`src/rtl/vfr_bank_scheduler_if.sv`:
```
// vfr_bank_scheduler_if
//   Groups the handshake and bus signals of the frame-reader bank scheduler.
//   desc_*      : frame descriptor hand-over from the producer (valid/ready)
//   released_*  : one-cycle notification that a displayed buffer was retired
//   av_*        : write-only Avalon-MM master into the reader's control slave,
//                 plus the reader's level interrupt
//   Modports: master = scheduler side, slave = producer/reader side.
interface vfr_bank_scheduler_if;
  logic        desc_valid;
  logic        desc_ready;
  logic [31:0] desc_base;
  logic [15:0] desc_width;
  logic [15:0] desc_height;
  logic        released_valid;
  logic [31:0] released_base;
  logic [4:0]  av_address;
  logic        av_write;
  logic [31:0] av_writedata;
  logic        av_irq;

  modport master (
    input  desc_valid, desc_base, desc_width, desc_height, av_irq,
    output desc_ready, released_valid, released_base,
           av_address, av_write, av_writedata
  );

  modport slave (
    output desc_valid, desc_base, desc_width, desc_height, av_irq,
    input  desc_ready, released_valid, released_base,
           av_address, av_write, av_writedata
  );
endinterface

```
`src/rtl/vfr_bank_scheduler.sv`:
```
// vfr_bank_scheduler
//   Drives the video frame reader's control slave so a producer can hand over
//   finished frame buffers. Each accepted descriptor fills the reader's
//   inactive register bank, flips the next-bank pointer and (when the reader
//   is not yet running) sets go. Frame-complete interrupts are cleared here and
//   a swap that took effect is reported as a released buffer.
// Ports:
//   clock, reset : block clock, asynchronous active-high reset
//   bus          : vfr_bank_scheduler_if.master (descriptor, release, Avalon)
//   stop         : level request to halt the reader (sampled in RUN)
//   running      : high while go is set by this block
//   frames_shown, repeats : interrupt statistics, only when the macro
//                  VFR_BANK_SCHED_STATS_EN is defined
// Parameters:
//   PIXELS_PER_WORD_LOG2 : log2 of pixels per memory word
//   CTRL_INTERLACED      : value written to both banks' interlaced register
module vfr_bank_scheduler #(
  parameter int         PIXELS_PER_WORD_LOG2 = 3,
  parameter logic [3:0] CTRL_INTERLACED      = 4'd0
) (
  input  logic clock,
  input  logic reset,
  vfr_bank_scheduler_if.master bus,
  input  logic stop,
  output logic running
`ifdef VFR_BANK_SCHED_STATS_EN
  ,
  output logic [15:0] frames_shown,
  output logic [15:0] repeats
`endif
);

  typedef enum logic [3:0] {
    IDLE, CALC, WR_BANK, WR_NEXT, WR_GO, RUN, CLR_IRQ, CLR_WAIT, WR_STOP
  } state_t;

  localparam logic [32:0] WORD_RND = 33'((64'd1 << PIXELS_PER_WORD_LOG2) - 64'd1);

  state_t      state, state_d;
  logic [2:0]  seq, seq_d;
  logic        ready_en;
  logic        pending;
  logic        irq_seen;
  logic        active_bank;
  logic        target_bank;
  logic        accept;
  logic        service;
  logic        wr_d;
  logic [4:0]  addr_d;
  logic [31:0] data_d;

  logic [31:0] d_base;
  logic [15:0] d_width;
  logic [15:0] d_height;
  logic [31:0] samples_p0;
  logic [31:0] words_p0;
  logic [31:0] active_base;
  logic [31:0] pending_base;

  // Word count rounds up; the 33-bit sum keeps the carry of the rounding add.
  function automatic logic [31:0] ceil_words(input logic [31:0] s);
    logic [32:0] t;
    t = ({1'b0, s} + WORD_RND) >> PIXELS_PER_WORD_LOG2;
    return t[31:0];
  endfunction

  // Bank register order skips the unused slot after samples (addr 7 / 14).
  function automatic logic [4:0] bank_addr(input logic bank, input logic [2:0] idx);
    logic [4:0] off;
    off = (idx < 3'd3) ? {2'b00, idx} : {2'b00, idx} + 5'd1;
    return (bank ? 5'd11 : 5'd4) + off;
  endfunction

  // Ready is suppressed in the RUN cycle that honours stop so a descriptor
  // can never be accepted and then dropped by the halt.
  assign bus.desc_ready = ready_en &&
                          ((state == IDLE) || (state == RUN && !pending && !stop));
  assign accept = bus.desc_valid && bus.desc_ready;

  always_comb begin
    state_d = state;
    seq_d   = seq;
    wr_d    = 1'b0;
    addr_d  = 5'd0;
    data_d  = 32'd0;
    service = 1'b0;
    unique case (state)
      IDLE:    if (accept) state_d = CALC;
      CALC:    state_d = WR_BANK;
      WR_BANK: begin
        wr_d   = 1'b1;
        addr_d = bank_addr(target_bank, seq);
        case (seq)
          3'd0:    data_d = d_base;
          3'd1:    data_d = words_p0;
          3'd2:    data_d = samples_p0;
          3'd3:    data_d = {16'd0, d_width};
          3'd4:    data_d = {16'd0, d_height};
          default: data_d = {28'd0, CTRL_INTERLACED};
        endcase
        if (seq == 3'd5) begin
          seq_d   = 3'd0;
          state_d = WR_NEXT;
        end else begin
          seq_d = seq + 3'd1;
        end
      end
      WR_NEXT: begin
        wr_d    = 1'b1;
        addr_d  = 5'd3;
        data_d  = {31'd0, target_bank};
        state_d = running ? RUN : WR_GO;
      end
      WR_GO: begin
        wr_d    = 1'b1;
        addr_d  = 5'd0;
        data_d  = 32'd3;
        state_d = RUN;
      end
      RUN: begin
        if (stop) begin
          state_d = WR_STOP;
        end else if (accept) begin
          state_d = CALC;
        end else if (bus.av_irq || irq_seen) begin
          state_d = CLR_IRQ;
          service = 1'b1;
        end
      end
      CLR_IRQ: begin
        wr_d    = 1'b1;
        addr_d  = 5'd2;
        data_d  = 32'd1;
        state_d = CLR_WAIT;
      end
      // Blanking cycle: the irq level is still high until the clear lands.
      CLR_WAIT: state_d = RUN;
      WR_STOP: begin
        wr_d    = 1'b1;
        addr_d  = 5'd0;
        data_d  = 32'd0;
        state_d = IDLE;
      end
      default: state_d = IDLE;
    endcase
  end

  always_ff @(posedge clock or posedge reset) begin
    if (reset) begin
      state              <= IDLE;
      seq                <= 3'd0;
      ready_en           <= 1'b0;
      running            <= 1'b0;
      pending            <= 1'b0;
      irq_seen           <= 1'b0;
      active_bank        <= 1'b0;
      target_bank        <= 1'b0;
      bus.released_valid <= 1'b0;
      bus.released_base  <= 32'd0;
      bus.av_write       <= 1'b0;
      bus.av_address     <= 5'd0;
      bus.av_writedata   <= 32'd0;
    end else begin
      state              <= state_d;
      seq                <= seq_d;
      ready_en           <= 1'b1;
      bus.released_valid <= 1'b0;
      bus.av_write       <= wr_d;
      bus.av_address     <= addr_d;
      bus.av_writedata   <= data_d;
      if (accept && state == IDLE) begin
        target_bank <= 1'b0;
        active_bank <= 1'b0;
      end
      if (accept && state == RUN) begin
        target_bank <= ~active_bank;
        // Descriptor wins over a coincident irq; remember the irq for later.
        if (bus.av_irq) irq_seen <= 1'b1;
      end
      if ((state == CALC || state == WR_BANK || state == WR_NEXT) && bus.av_irq)
        irq_seen <= 1'b1;
      // The swap only counts once the next-bank pointer is in the reader.
      if (state == WR_NEXT && running) pending <= 1'b1;
      if (state == WR_GO) running <= 1'b1;
      if (service) begin
        irq_seen <= 1'b0;
        if (pending) begin
          bus.released_valid <= 1'b1;
          bus.released_base  <= active_base;
          active_bank        <= ~active_bank;
          pending            <= 1'b0;
        end
      end
      if (state == RUN && stop) begin
        pending  <= 1'b0;
        irq_seen <= 1'b0;
      end
      if (state == WR_STOP) running <= 1'b0;
    end
  end

  // ---- descriptor capture / CALC stage (_p0) ----
  always_ff @(posedge clock) begin
    if (accept) begin
      d_base   <= bus.desc_base;
      d_width  <= bus.desc_width;
      d_height <= bus.desc_height;
    end
    if (accept && state == IDLE) active_base  <= bus.desc_base;
    if (accept && state == RUN)  pending_base <= bus.desc_base;
    if (service && pending)      active_base  <= pending_base;
    if (state == CALC) begin
      samples_p0 <= 32'(d_width) * 32'(d_height);
      words_p0   <= ceil_words(32'(d_width) * 32'(d_height));
    end
  end

`ifdef VFR_BANK_SCHED_STATS_EN
  always_ff @(posedge clock or posedge reset) begin
    if (reset) begin
      frames_shown <= 16'd0;
      repeats      <= 16'd0;
    end else if (state == WR_STOP) begin
      frames_shown <= 16'd0;
      repeats      <= 16'd0;
    end else if (service) begin
      frames_shown <= frames_shown + 16'd1;
      if (!pending && repeats != 16'hFFFF) repeats <= repeats + 16'd1;
    end
  end
`endif

endmodule

```
`src/flat_wrapper.sv`:
```
// flat-port wrapper written by rule: the top's interface ports become plain ports
module vfr_bank_scheduler_flat 
#(
  parameter int         PIXELS_PER_WORD_LOG2 = 3,
  parameter logic [3:0] CTRL_INTERLACED      = 4'd0
)
  (clock, reset, stop, running, bus_desc_valid, bus_desc_base, bus_desc_width, bus_desc_height, bus_av_irq, bus_desc_ready, bus_released_valid, bus_released_base, bus_av_address, bus_av_write, bus_av_writedata);
  vfr_bank_scheduler_if bus_i ();
  input  logic clock;
  input  logic reset;
  input  logic stop;
  output logic running;
  input wire logic [$bits(bus_i.desc_valid)-1:0] bus_desc_valid;
  input wire logic [$bits(bus_i.desc_base)-1:0] bus_desc_base;
  input wire logic [$bits(bus_i.desc_width)-1:0] bus_desc_width;
  input wire logic [$bits(bus_i.desc_height)-1:0] bus_desc_height;
  input wire logic [$bits(bus_i.av_irq)-1:0] bus_av_irq;
  output wire logic [$bits(bus_i.desc_ready)-1:0] bus_desc_ready;
  output wire logic [$bits(bus_i.released_valid)-1:0] bus_released_valid;
  output wire logic [$bits(bus_i.released_base)-1:0] bus_released_base;
  output wire logic [$bits(bus_i.av_address)-1:0] bus_av_address;
  output wire logic [$bits(bus_i.av_write)-1:0] bus_av_write;
  output wire logic [$bits(bus_i.av_writedata)-1:0] bus_av_writedata;
  assign bus_i.desc_valid = bus_desc_valid;
  assign bus_i.desc_base = bus_desc_base;
  assign bus_i.desc_width = bus_desc_width;
  assign bus_i.desc_height = bus_desc_height;
  assign bus_i.av_irq = bus_av_irq;
  assign bus_desc_ready = bus_i.desc_ready;
  assign bus_released_valid = bus_i.released_valid;
  assign bus_released_base = bus_i.released_base;
  assign bus_av_address = bus_i.av_address;
  assign bus_av_write = bus_i.av_write;
  assign bus_av_writedata = bus_i.av_writedata;
  vfr_bank_scheduler #(.PIXELS_PER_WORD_LOG2(PIXELS_PER_WORD_LOG2), .CTRL_INTERLACED(CTRL_INTERLACED)) u_core (.clock(clock), .reset(reset), .bus(bus_i), .stop(stop), .running(running));
endmodule
```
`config.mk`:
```
export PLATFORM = sky130hd
export DESIGN_NAME = vfr_bank_scheduler_flat
export DESIGN_NICKNAME = d
export VERILOG_FILES = /design/src/rtl/vfr_bank_scheduler_if.sv /design/src/rtl/vfr_bank_scheduler.sv /design/src/flat_wrapper.sv
export SDC_FILE = /design/constraint.sdc
export NUM_CORES = 1
export LEC_CHECK = 0
export ABC_AREA = 1
export CAP_MARGIN = 30
export CORE_MARGIN = 4
export CORE_UTILIZATION = 50
export CTS_BUF_LIST = sky130_fd_sc_hd__clkbuf_8
export DETAILED_ROUTE_END_ITERATION = 10
export GPL_ROUTABILITY_DRIVEN = 0
export GPL_TIMING_DRIVEN = 0
export PLACE_DENSITY = 0.71
export SLEW_MARGIN = 30
export SYNTH_ARGS = -nofsm -noshare
export SYNTH_HDL_FRONTEND = slang
export SYNTH_SLANG_ARGS = --single-unit
```
`constraint.sdc`:
```
create_clock -name clock -period 7.41 [get_ports clock]
set_input_delay 2.223 -clock clock [delete_from_list [all_inputs] [get_ports clock]]
set_output_delay 2.223 -clock clock [all_outputs]
set_load 0.02 [all_outputs]
```
==> impl_results.md <==
* Hold Path Cell Cnt at 2
* DRT Pass-1 Iters at 7
* Kind of critical path: reg2reg
* Maximum operating frequency at 0.140 GHz
* CTS tree: built
* Vias per cell at 5.11
* Ys Warns at 0
* DRC violation total after the first TritonRoute iteration at 1353
* Worst Clk Skew at 23.2 ps
* Clk buf depth at 3
* Synthesized area per cell at 8.63 um2
* WP data required at 7730 ps
* Diodes inserted at 0
* Fill count at 3593
* Relative slew slack at 38.9%
* Post-Syn Area at 20800 um2
* CTS Buf Count at 45
* Commonest cells after routing, fill and taps aside: 847 x nand2_1, 524 x inv_1, 195 x fa_1
* H-tree levels at 2
* Reg2reg path depth at 26
* Antenna violations before repair at 0
* Commonest non-fill, non-tap cell in the layout: nand2_1
* Global Route Usage Sum at 23.9%
* Max cap viols at 0
* Core Area at 40900 um2
* Worst path arrival time at 7440 ps
* DPL Wire Length at 42500 um
* CTS sink count at 274
* Ranking of synthesized cells by area: edfxtp_1 27%, fa_1 19%, nand2_1 15%
* Post-route ant nets at 0
* Drt total wl at 53000 um
* Die Height at 212 um
* Root buffer cell: clkbuf_8
* Hold Violations, Final at 0
* Share of the yosys chip area belonging to registers at 37.6%
* Pin count of the biggest net entering global routing at 62
* Worst-path clk slew at 60 ps
* Wirelength per Cell at 16.7 um
* Worst skew pair latency at 590 ps
* Cells after Synth at 2406
* Die X-Extent at 212 um
* First-pass GRT wire length at 84800 um
* DR vias at 16200
* Final Cycle Share at 96.1%
* Type of origin of the critical path: register
* Yosys cell types at 48
* Min-Delay Path Class: reg2reg
* Crit. End Element: register
* IO buf count at 141
* Post-CTS Hold Fix Bufs at 0
* Register Area at 7810 um2
* Num ports at 142
* Synthesized net count at 2782
* Min Tclk post-route at 7120 ps
* Area grow syn2layout at 15.8%
* Vias in the first global route at 16400
* Layout cell share with drive strength beyond 1 at 7.36%
* GRT Residual Overflow at 0
* DRC Markers at 0
* Multi-input combinational cell area at 10600 um2
* Final setup vio count at 0
* WHS at 439 ps
* CP max FO at 10
* Final #Nets at 2974
* Slew Viols, Final at 0
* RSZ-0062 raised after global routing: false
* Area share of the largest cell type after synthesis at 27.5%
* Status: finished clean
* Worst-Margin Slew at 909 ps
* Seq cells post-synth at 274
* Die Area at 44900 um2
* Core Rows at 74
* Starting Density at 50.8%
* Synth area leader: edfxtp_1
-- final timing paths --
check | from | end | slack [ps]
max reg2reg | u_core.d_width[14]$_DFFE_PP_ | u_core.words_p0[25]$_DFFE_PP_ | 290
min reg2reg | u_core.active_base[13]$_DFFE_PP_ | u_core.bus.released_base[13]$_DFFE_PP0P_ | 440
max in group asynchronous | reset | u_core.bus.released_base[29]$_DFFE_PP0P_ | 4850
max | u_core.d_width[14]$_DFFE_PP_ | u_core.words_p0[25]$_DFFE_PP_ | 290
min in group asynchronous | reset | u_core.state[3]$_DFFE_PP0P_ | 1950
min | u_core.active_base[13]$_DFFE_PP_ | u_core.bus.released_base[13]$_DFFE_PP0P_ | 440
-- worst max-delay path, cell delays in order (launching register included) --
cell and delay (ps):
edfxtp_1 320, clkbuf_1 400, clkbuf_1 560, nand2_1 180
fa_1 520, fa_1 490, inv_1 50, fa_1 520
fa_1 440, fa_1 550, inv_1 50, fa_1 590
inv_1 60, ha_1 410, nand2_1 180, nor2_2 220
nand2_1 110, nor2_1 120, nand2_1 100, nand4_1 110
nand2_1 130, nor2_1 200, nand2_1 110, nor2_1 150
nand3_1 90, nand2_1 110, nand2_1 80
-- state kept, by name (all words and copies together), names as in the netlist --
name / count
u_core.bus.av_address: 5
u_core.target_bank: 1
u_core.words_p0: 30
u_core.state: 4
u_core.d_base: 32
u_core.d_height: 16
u_core.active_bank: 1
u_core.running: 1
u_core.d_width: 16
u_core.active_base: 32
u_core.bus.released_valid: 1
u_core.bus.av_write: 1
u_core.bus.av_writedata: 32
u_core.seq: 3
u_core.samples_p0: 32
u_core.irq_seen: 1
u_core.ready_en: 1
u_core.pending_base: 32
u_core.bus.released_base: 32
u_core.pending: 1
-- cell type report --
class	count	share of cell area, %
Clock buffer	55	3.15
Inverter	532	8.33
Buffer	81	1.50
Multi-Input combinational cell	1504	44.1
Tap cell	532	2.77
Clock inverter	29	0.791
Timing Repair Buffer	160	6.93
Sequential cell	274	32.5
-- Yosys cell counts (all sizes together) --
cell type / instances
nand2: 866
inv: 529
fa: 195
edfxtp: 190
ha: 112
nor2: 101
dfrtp: 84
clkbuf: 83
nand3: 73
a21oi: 48
nand4: 20
a32o: 16
xor2: 16
buf: 13
o21ai: 12
a31oi: 11
nor3: 11
xnor2: 4
clkinv: 3
nand3b: 3
o22ai: 3
a21o: 2
and3: 2
nor4: 2
a2111oi: 1
a221o: 1
a221oi: 1
conb: 1
nor3b: 1
o221ai: 1
o31ai: 1
-- metrics by stage --
| stage | setup TNS [ps] | setup WS [ps] | area [um2] | util [%] | cells |
|---|---|---|---|---|---|
| floorplan | 0 | 1310 | 20800 | - | 2406 |
| global placement | -60.8 | -60.8 | 22800 | 55.8 | 3079 |
| detailed placement | -65.9 | -65.9 | 23000 | 56.3 | 3085 |
| CTS | 0 | 58.0 | 24000 | 58.6 | 3169 |
| global route | 0 | 3.61 | 24100 | 58.8 | 3167 |
| finish | 0 | 289 | 24100 | 58.8 | 3167 |
-- repair_timing --
action,CTS,global route
gates resized for setup,3,44
setup buffers,0,13
setup endpoints to repair,1,18
-- kinds of logic after synthesis --
group	count (synthesis)	synth area share, %
XOR/XNOR	20	0.880
flip-flops	274	37.6
buffers and inverters	628	11.5
adder cells (fa/ha/maj)	307	25.5
AO/OA/AOI/OAI	97	2.99
other	1	0.0181
AND/OR/NAND/NOR	1079	21.5
-- per-layer routing --
metal	part of all wire (%)	vias to the layer above	global-route usage, %	routed length [um]
li1	-	7636	-	-
met3	8.4	109	5.59	4460
met1	42	7824	32.6	22100
met2	47	625	38.4	24900
met4	2.9	0	7.44	1560
met5	0	-	0	0
Power is left out: the tool's default activity adds up to more than one toggle a clock period on the data nets, which glitch-free logic cannot reach.
